==> src/rtl/cpu_multicycle.sv <==
`default_nettype none
// cpu_multicycle: FETCH/EXEC/MEM multi-cycle core with request/busywait
// handshakes to separate instruction and data memories.
module cpu_multicycle #(
  parameter int DATA_W    = 8,
  parameter int REG_COUNT = 8,
  parameter int ADDR_W    = 8
) (
  input  logic              CLK,
  input  logic              RESET,
  output logic [31:0]       PC,
  output logic              IREAD,
  input  logic [31:0]       INSTRUCTION,
  input  logic              IBUSYWAIT,
  output logic              READ,
  output logic              WRITE,
  output logic [ADDR_W-1:0] ADDRESS,
  output logic [DATA_W-1:0] WRITE_DATA,
  input  logic [DATA_W-1:0] READ_DATA,
  input  logic              BUSYWAIT
);
  localparam int RIDX_W = $clog2(REG_COUNT);

  typedef enum logic [1:0] {
    S_FETCH = 2'd0,
    S_EXEC  = 2'd1,
    S_MEM   = 2'd2
  } state_t;

  state_t              r_state, w_state_nxt;
  logic [31:0]         r_pc, w_pc_nxt;
  logic [31:0]         r_ir;
  logic [DATA_W-1:0]   r_regs [REG_COUNT];
  logic [ADDR_W-1:0]   r_addr;
  logic [DATA_W-1:0]   r_wdata;

  logic [7:0]          w_opcode;
  logic [RIDX_W-1:0]   w_rd, w_rs1, w_rs2;
  logic [DATA_W-1:0]   w_imm, w_op1, w_op2, w_alu, w_reg_wdata;
  logic [31:0]         w_pc4, w_br_tgt;
  logic                w_is_load, w_is_store, w_is_mem, w_wr_alu, w_taken;
  logic                w_reg_we, w_mem_latch, w_ir_latch;
  logic                w_unused;

  assign w_opcode = r_ir[31:24];
  assign w_rd     = r_ir[16 +: RIDX_W];
  assign w_rs1    = r_ir[8 +: RIDX_W];
  assign w_rs2    = r_ir[0 +: RIDX_W];
  assign w_imm    = DATA_W'($signed(r_ir[7:0]));
  assign w_op1    = r_regs[w_rs1];
  assign w_op2    = r_regs[w_rs2];
  assign w_unused = ^r_ir;

  assign w_pc4    = r_pc + 32'd4;
  assign w_br_tgt = w_pc4 + {{22{r_ir[23]}}, r_ir[23:16], 2'b00};

  assign w_is_load  = (w_opcode == 8'd8)  || (w_opcode == 8'd9);
  assign w_is_store = (w_opcode == 8'd10) || (w_opcode == 8'd11);
  assign w_is_mem   = w_is_load || w_is_store;
  assign w_wr_alu   = (w_opcode <= 8'd5);
  assign w_taken    = (w_opcode == 8'd6)
                   || ((w_opcode == 8'd7)  && (w_op1 == w_op2))
                   || ((w_opcode == 8'd12) && (w_op1 != w_op2));

  // The ALU result doubles as the data address for memory ops.
  always_comb begin
    w_alu = '0;
    case (w_opcode)
      8'd0, 8'd9, 8'd11: w_alu = w_imm;
      8'd1, 8'd8, 8'd10: w_alu = w_op2;
      8'd2:              w_alu = w_op1 + w_op2;
      8'd3:              w_alu = w_op1 - w_op2;
      8'd4:              w_alu = w_op1 & w_op2;
      8'd5:              w_alu = w_op1 | w_op2;
      default:           w_alu = '0;
    endcase
  end

  always_comb begin
    w_state_nxt = r_state;
    w_pc_nxt    = r_pc;
    w_reg_we    = 1'b0;
    w_reg_wdata = w_alu;
    w_mem_latch = 1'b0;
    w_ir_latch  = 1'b0;
    case (r_state)
      S_FETCH: begin
        if (!IBUSYWAIT) begin
          w_ir_latch  = 1'b1;
          w_state_nxt = S_EXEC;
        end
      end
      S_EXEC: begin
        if (w_is_mem) begin
          w_mem_latch = 1'b1;
          w_state_nxt = S_MEM;
        end else begin
          w_reg_we    = w_wr_alu;
          w_pc_nxt    = w_taken ? w_br_tgt : w_pc4;
          w_state_nxt = S_FETCH;
        end
      end
      S_MEM: begin
        if (!BUSYWAIT) begin
          w_reg_we    = w_is_load;
          w_reg_wdata = READ_DATA;
          w_pc_nxt    = w_pc4;
          w_state_nxt = S_FETCH;
        end
      end
      default: w_state_nxt = S_FETCH;
    endcase
  end

  always_ff @(posedge CLK) begin
    if (RESET) begin
      r_state <= S_FETCH;
      r_pc    <= '0;
      r_ir    <= '0;
      r_addr  <= '0;
      r_wdata <= '0;
    end else begin
      r_state <= w_state_nxt;
      r_pc    <= w_pc_nxt;
      if (w_ir_latch) r_ir <= INSTRUCTION;
      if (w_mem_latch) begin
        r_addr  <= w_alu[ADDR_W-1:0];
        r_wdata <= w_op1;
      end
    end
  end

  always_ff @(posedge CLK) begin
    if (RESET) begin
      for (int i = 0; i < REG_COUNT; i++) r_regs[i] <= '0;
    end else if (w_reg_we) begin
      r_regs[w_rd] <= w_reg_wdata;
    end
  end

  // Requests are gated by RESET so they drop within the reset cycle itself.
  assign PC         = r_pc;
  assign IREAD      = (r_state == S_FETCH) && !RESET;
  assign READ       = (r_state == S_MEM) && w_is_load && !RESET;
  assign WRITE      = (r_state == S_MEM) && w_is_store && !RESET;
  assign ADDRESS    = r_addr;
  assign WRITE_DATA = r_wdata;

endmodule
`default_nettype wire
==> config.mk <==
export PLATFORM = sky130hd
export DESIGN_NAME = cpu_multicycle
export DESIGN_NICKNAME = d
export VERILOG_FILES = /design/src/rtl/cpu_multicycle.sv
export SDC_FILE = /design/constraint.sdc
export NUM_CORES = 1
export LEC_CHECK = 0
export CORE_UTILIZATION = 65
export CTS_CLUSTER_SIZE = 30
export DETAILED_ROUTE_END_ITERATION = 10
export DONT_BUFFER_PORTS = 1
export PLACE_DENSITY = 0.81
export SLEW_MARGIN = 5
export SYNTH_ARGS = -nofsm -noshare
export SYNTH_HDL_FRONTEND = slang
export SYNTH_SLANG_ARGS = --single-unit
==> constraint.sdc <==
create_clock -name CLK -period 6.5 [get_ports CLK]
set_clock_uncertainty 0.15 [all_clocks]
set_input_delay 1.3 -clock CLK [delete_from_list [all_inputs] [get_ports CLK]]
set_output_delay 1.3 -clock CLK [all_outputs]
set_load 0.02 [all_outputs]
==> Word-level counts from Yosys, hierarchy flattened <==
Memory sizes are Yosys's and may differ from the RTL's. A register that Yosys moved wholly into a read port is not among the register bits.
Cells that the tools add are included.
{ "op_classes": {"add_sub_neg": 4, "magnitude_cmp": 1, "eq_ne": 19, "muxes": 30, "bitwise": 2, "n_reduce_logical": 21} }
{ "ops": {"columns": ["operator", "count"], "rows": [
  ["$mux W32", 3],
  ["$pmux W32 S2", 1],
  ["$pmux W8 S6", 1],
  ["$eq A8 B4 Y1 const B", 5],
  ["$add A32 B3 Y32 const B", 1],
  ["$add A32 B32 Y32", 1],
  ["$eq A8 B3 Y1 const B", 4],
  ["$mux W8", 3],
  ["$eq A8 B2 Y1 const B", 2],
  ["$mux W3", 5],
  ["$mux W1", 12],
  ["$add A8 B8 Y8", 1],
  ["$and A8 B8 Y8", 1],
  ["$eq A8 B1 Y1 const B", 1],
  ["$eq A8 B8 Y1", 1],
  ["$le A8 B3 Y1 const B", 1],
  ["$logic_not A8 Y1", 1],
  ["$ne A8 B8 Y1", 1],
  ["$or A8 B8 Y8", 1],
  ["$reduce_or A8 Y1", 1],
  ["$sub A8 B8 Y8", 1],
  ["$logic_and A1 B1 Y1", 7],
  ["$mux W2", 3],
  ["$ne A2 B2 Y1 const B", 3],
  ["other kinds (11)", 16]
]} }
{ "word_totals": {"ff_bits": 82, "ramBits": 64, "inputBits": 44, "out_inout_bits": 51, "wordCells": 83, "mem_count": 1} }
{ "memory_table": {"columns": ["memory", "depth", "word_bits", "rd", "rd_clocked_by_memory_dff", "write_ports", "line", "text"], "rows": [
  ["r_regs", 8, 8, 2, 2, 8, "33", "logic [DATA_W-1:0] r_regs [REG_COUNT];"]
]} }

==> Logic depth before layout (Yosys ltp) <==
{ "depth": {"depth_word": 10, "depth_mapped": 18, "depth_no_buf": 15} }

==> Least setup slack after synthesis <==
Ideal clock, no wire load.
{ "synth_path": {"path_kind": "register to register", "from": "register with a tool-made name", "to": "memory r_regs[0][6] (data pin)", "setup_ns": 0.281, "arrival_ns": 4.148, "required_ns": 6.069, "path_slack_ns": 1.921, "path_stages_with_launch": 17, "period_less_slack_ns": 4.579, "path_cell_list": "dfxtp_1 clkbuf_1 buf_1 mux4_2 mux2i_1 inv_1 ha_1 fa_1 a21oi_1 o21bai_1 a21o_1 a21oi_1 nor2_1 o21ai_0 a21oi_1 o31ai_1 nor2_1"} }
{ "synth_rtl": {"columns": ["item", "line"], "rows": [
  ["end, declared", "33"]
]} }

==> qor.csv <==
metric;value;unit
outcome;finished clean;
drc;0;
dp_slack;1.51;ns
synth_area_leaders;edfxtp_1 (20%), dfxtp_1 (17%), ha_1 (8.2%);
vias;7994;
finalCritPeriodShare;77.6;%
drt_iter0_markers;786;
rows;44;
yosys.area.top_type_share;19.8;%
routed_via_density;6.44;
cap_violations;0;
clockBufferDepth;2;
seq_area_frac_synth;36.4;%
fill_cells;1115;
cts_tree;yes;
drive_above_1_share;8.70;%
cts_buffers;17;
rsz0062_at_grt;false;
dr.pass1.iters;5;
cp_cell_sequence;buf_4 -> mux4_2 -> mux2i_1 -> ha_1 -> nor4_1 -> a21oi_1 -> a31oi_1 -> and3_1 -> o311ai_0 -> a311oi_1;
hold_buffers;0;
grt_pass1_vias;7608;
synth_edf_count;64;
syn_area_per_cell;9.05;um2
io_pins;95;
antenna_cells;0;
drtAntennaViolNets;0;
dp_hpwl;16.4;mm
root_buffer;clkbuf_16;
setup_viol;0;
nets;1155;
critPathRequiredTime;6.69;ns
initial_utilization;66.6;%
syn_inst;1074;
irDropWorstVdd;202;uV
worstSetupStartpointType;register;
max_stage_delay;1.00;ns
grt_pass1_wl;38.7;mm
yosys_warnings;0;
drt-total-wl;24.0;mm
path_delay_family;simple AND/OR/NAND/NOR gates;
critical_path_class;reg2reg;
wire_per_inst;19.3;um
synth_common_cells;nor2_1 (151), nand2_1 (126), a21oi_1 (85), dfxtp_1 (81);
grt_use_total;31.7;%
timing.fmax;0.198;GHz
relSlewSlack;22.6;%
clock_latency;0.43;ns
synth_most_common_cell;nor2_1;
powerDensity;233;mW/mm2
htree_levels;4;
combPwrFrac;17.7;%
cts_sinks;145;
p_seq_share;44.2;%
cts_setup_buffers;0;
ys.flop_type;dfxtp_1;
synthArstFlopShare;0;%
p_int;0.00171;W
arrival;5.24;ns
design.die.area;0.0154;mm2
port_buffers;0;
switching_share;29.3;%
place.gp.congestion;0.920;
fin_ws;1.45;ns
syn_area;0.00972;mm2
grt_max_degree;88;
crit_buf_inv;1;
clockPowerShare;38.1;%
core_area;0.0146;mm2
drv_slew;0;
overflow;0;
multi_input_area;0.00582;mm2
fin_setup_tns;0;ns
tightest_slew;1.15;ns
cp_slowest_cell;dfxtp_1;
synth_cell_types;70;
p_leak;4.02;nW
die_x;124;um
antenna_found_initial;0;
yosysTopAreaCell;edfxtp_1;
seq_area;0.00354;mm2
cts_resized;0;
hold_viol;0;
path_max_fanout;21;
whs;0.304;ns
area_delta_synth_final;6.41;%
path_clk_slew;0.06;ns
die_y;124;um
ys_ff_latch;145;
worstHoldPathType;reg2reg;
worst_setup_path_end_kind;register;
min_period;5.05;ns
power.switching;0.000708;W
-- worst paths after layout --
path,start,end,slack [ns],cells after the start
max,register,PC[18],1.45,10
min,r_ir[9],register,0.30,2
min reg2reg,r_ir[9],register,0.30,2
max reg2reg,register,PC[18],1.45,10
-- worst min-delay path, stage by stage, from the launching register on --
cell,delay (ns)
dfxtp_1,0.30
nand2_1,0.05
a21oi_1,0.06
-- layout by cell type, fill, tap and decap left out, drive strengths merged, types with 11 or more instances in the layout --
master    n
nor2    151
a21oi    85
a311oi   12
mux4     32
ha       64
nor3     18
nand2   126
edfxtp   64
clkbuf   24
mux2i    17
dfxtp    81
xor2     21
o21ai    45
a21o     23
nand2b   19
nand3    37
a211oi   23
xnor2    33
inv      37
and3     11
-- registers in the layout, summed over array words and instances, names as in the netlist, named ones only --
register,count
WRITE_DATA,8
r_ir,27
ADDRESS,8
r_regs,64
PC,30
r_state,2
-- routing by layer --
metal  up-vias  part of all wire [%]  global-route usage, %
li1       3840                     -                      -
met1      3790                    41                   39.4
met2       316                    50                   53.7
met3        48                   6.9                   6.49
met4         0                   2.5                   13.1
met5         -                     0                      0
-- final cells by class --
cell class / count / area share, %
Multi-Input combinational cell: 836 / 56.3
Sequential cell: 145 / 34.3
Clock buffer: 24 / 4.87
Tap cell: 184 / 2.23
Inverter: 36 / 1.31
Timing Repair Buffer: 8 / 0.581
Clock inverter: 8 / 0.496
-- cells by family after synthesis --
family	synth area share, %
AOI/OAI and AO/OA	16.6
buffers and inverters	3.87
xor gates and xnor gates	4.94
and+or+nand+nor	19.3
muxes	9.97
adders and majority gates	8.85
DFF	36.4
other	0.0386
-- through the flow --
step	instances	total power, W	utilization (%)	instance area (um2)
after floorplan	1075	0.00140	-	9730
after global placement	1209	0.00149	67.1	9790
after detailed placement	1209	0.00150	67.1	9790
after CTS	1241	0.00241	70.9	10300
after global routing	1241	0.00250	70.9	10300
final	1241	0.00241	70.9	10300
-- power groups by stage --
stage	Clock, W	Sequential (W)	Combinational [W]
after floorplan	0	0.00106	0.000345
final	0.000921	0.00107	0.000426
after global placement	0	0.00108	0.000407
after CTS	0.000923	0.00107	0.000421
after global routing	0.000957	0.00107	0.000472
after detailed placement	0	0.00108	0.000415
(Power assumes the default switching activity.)
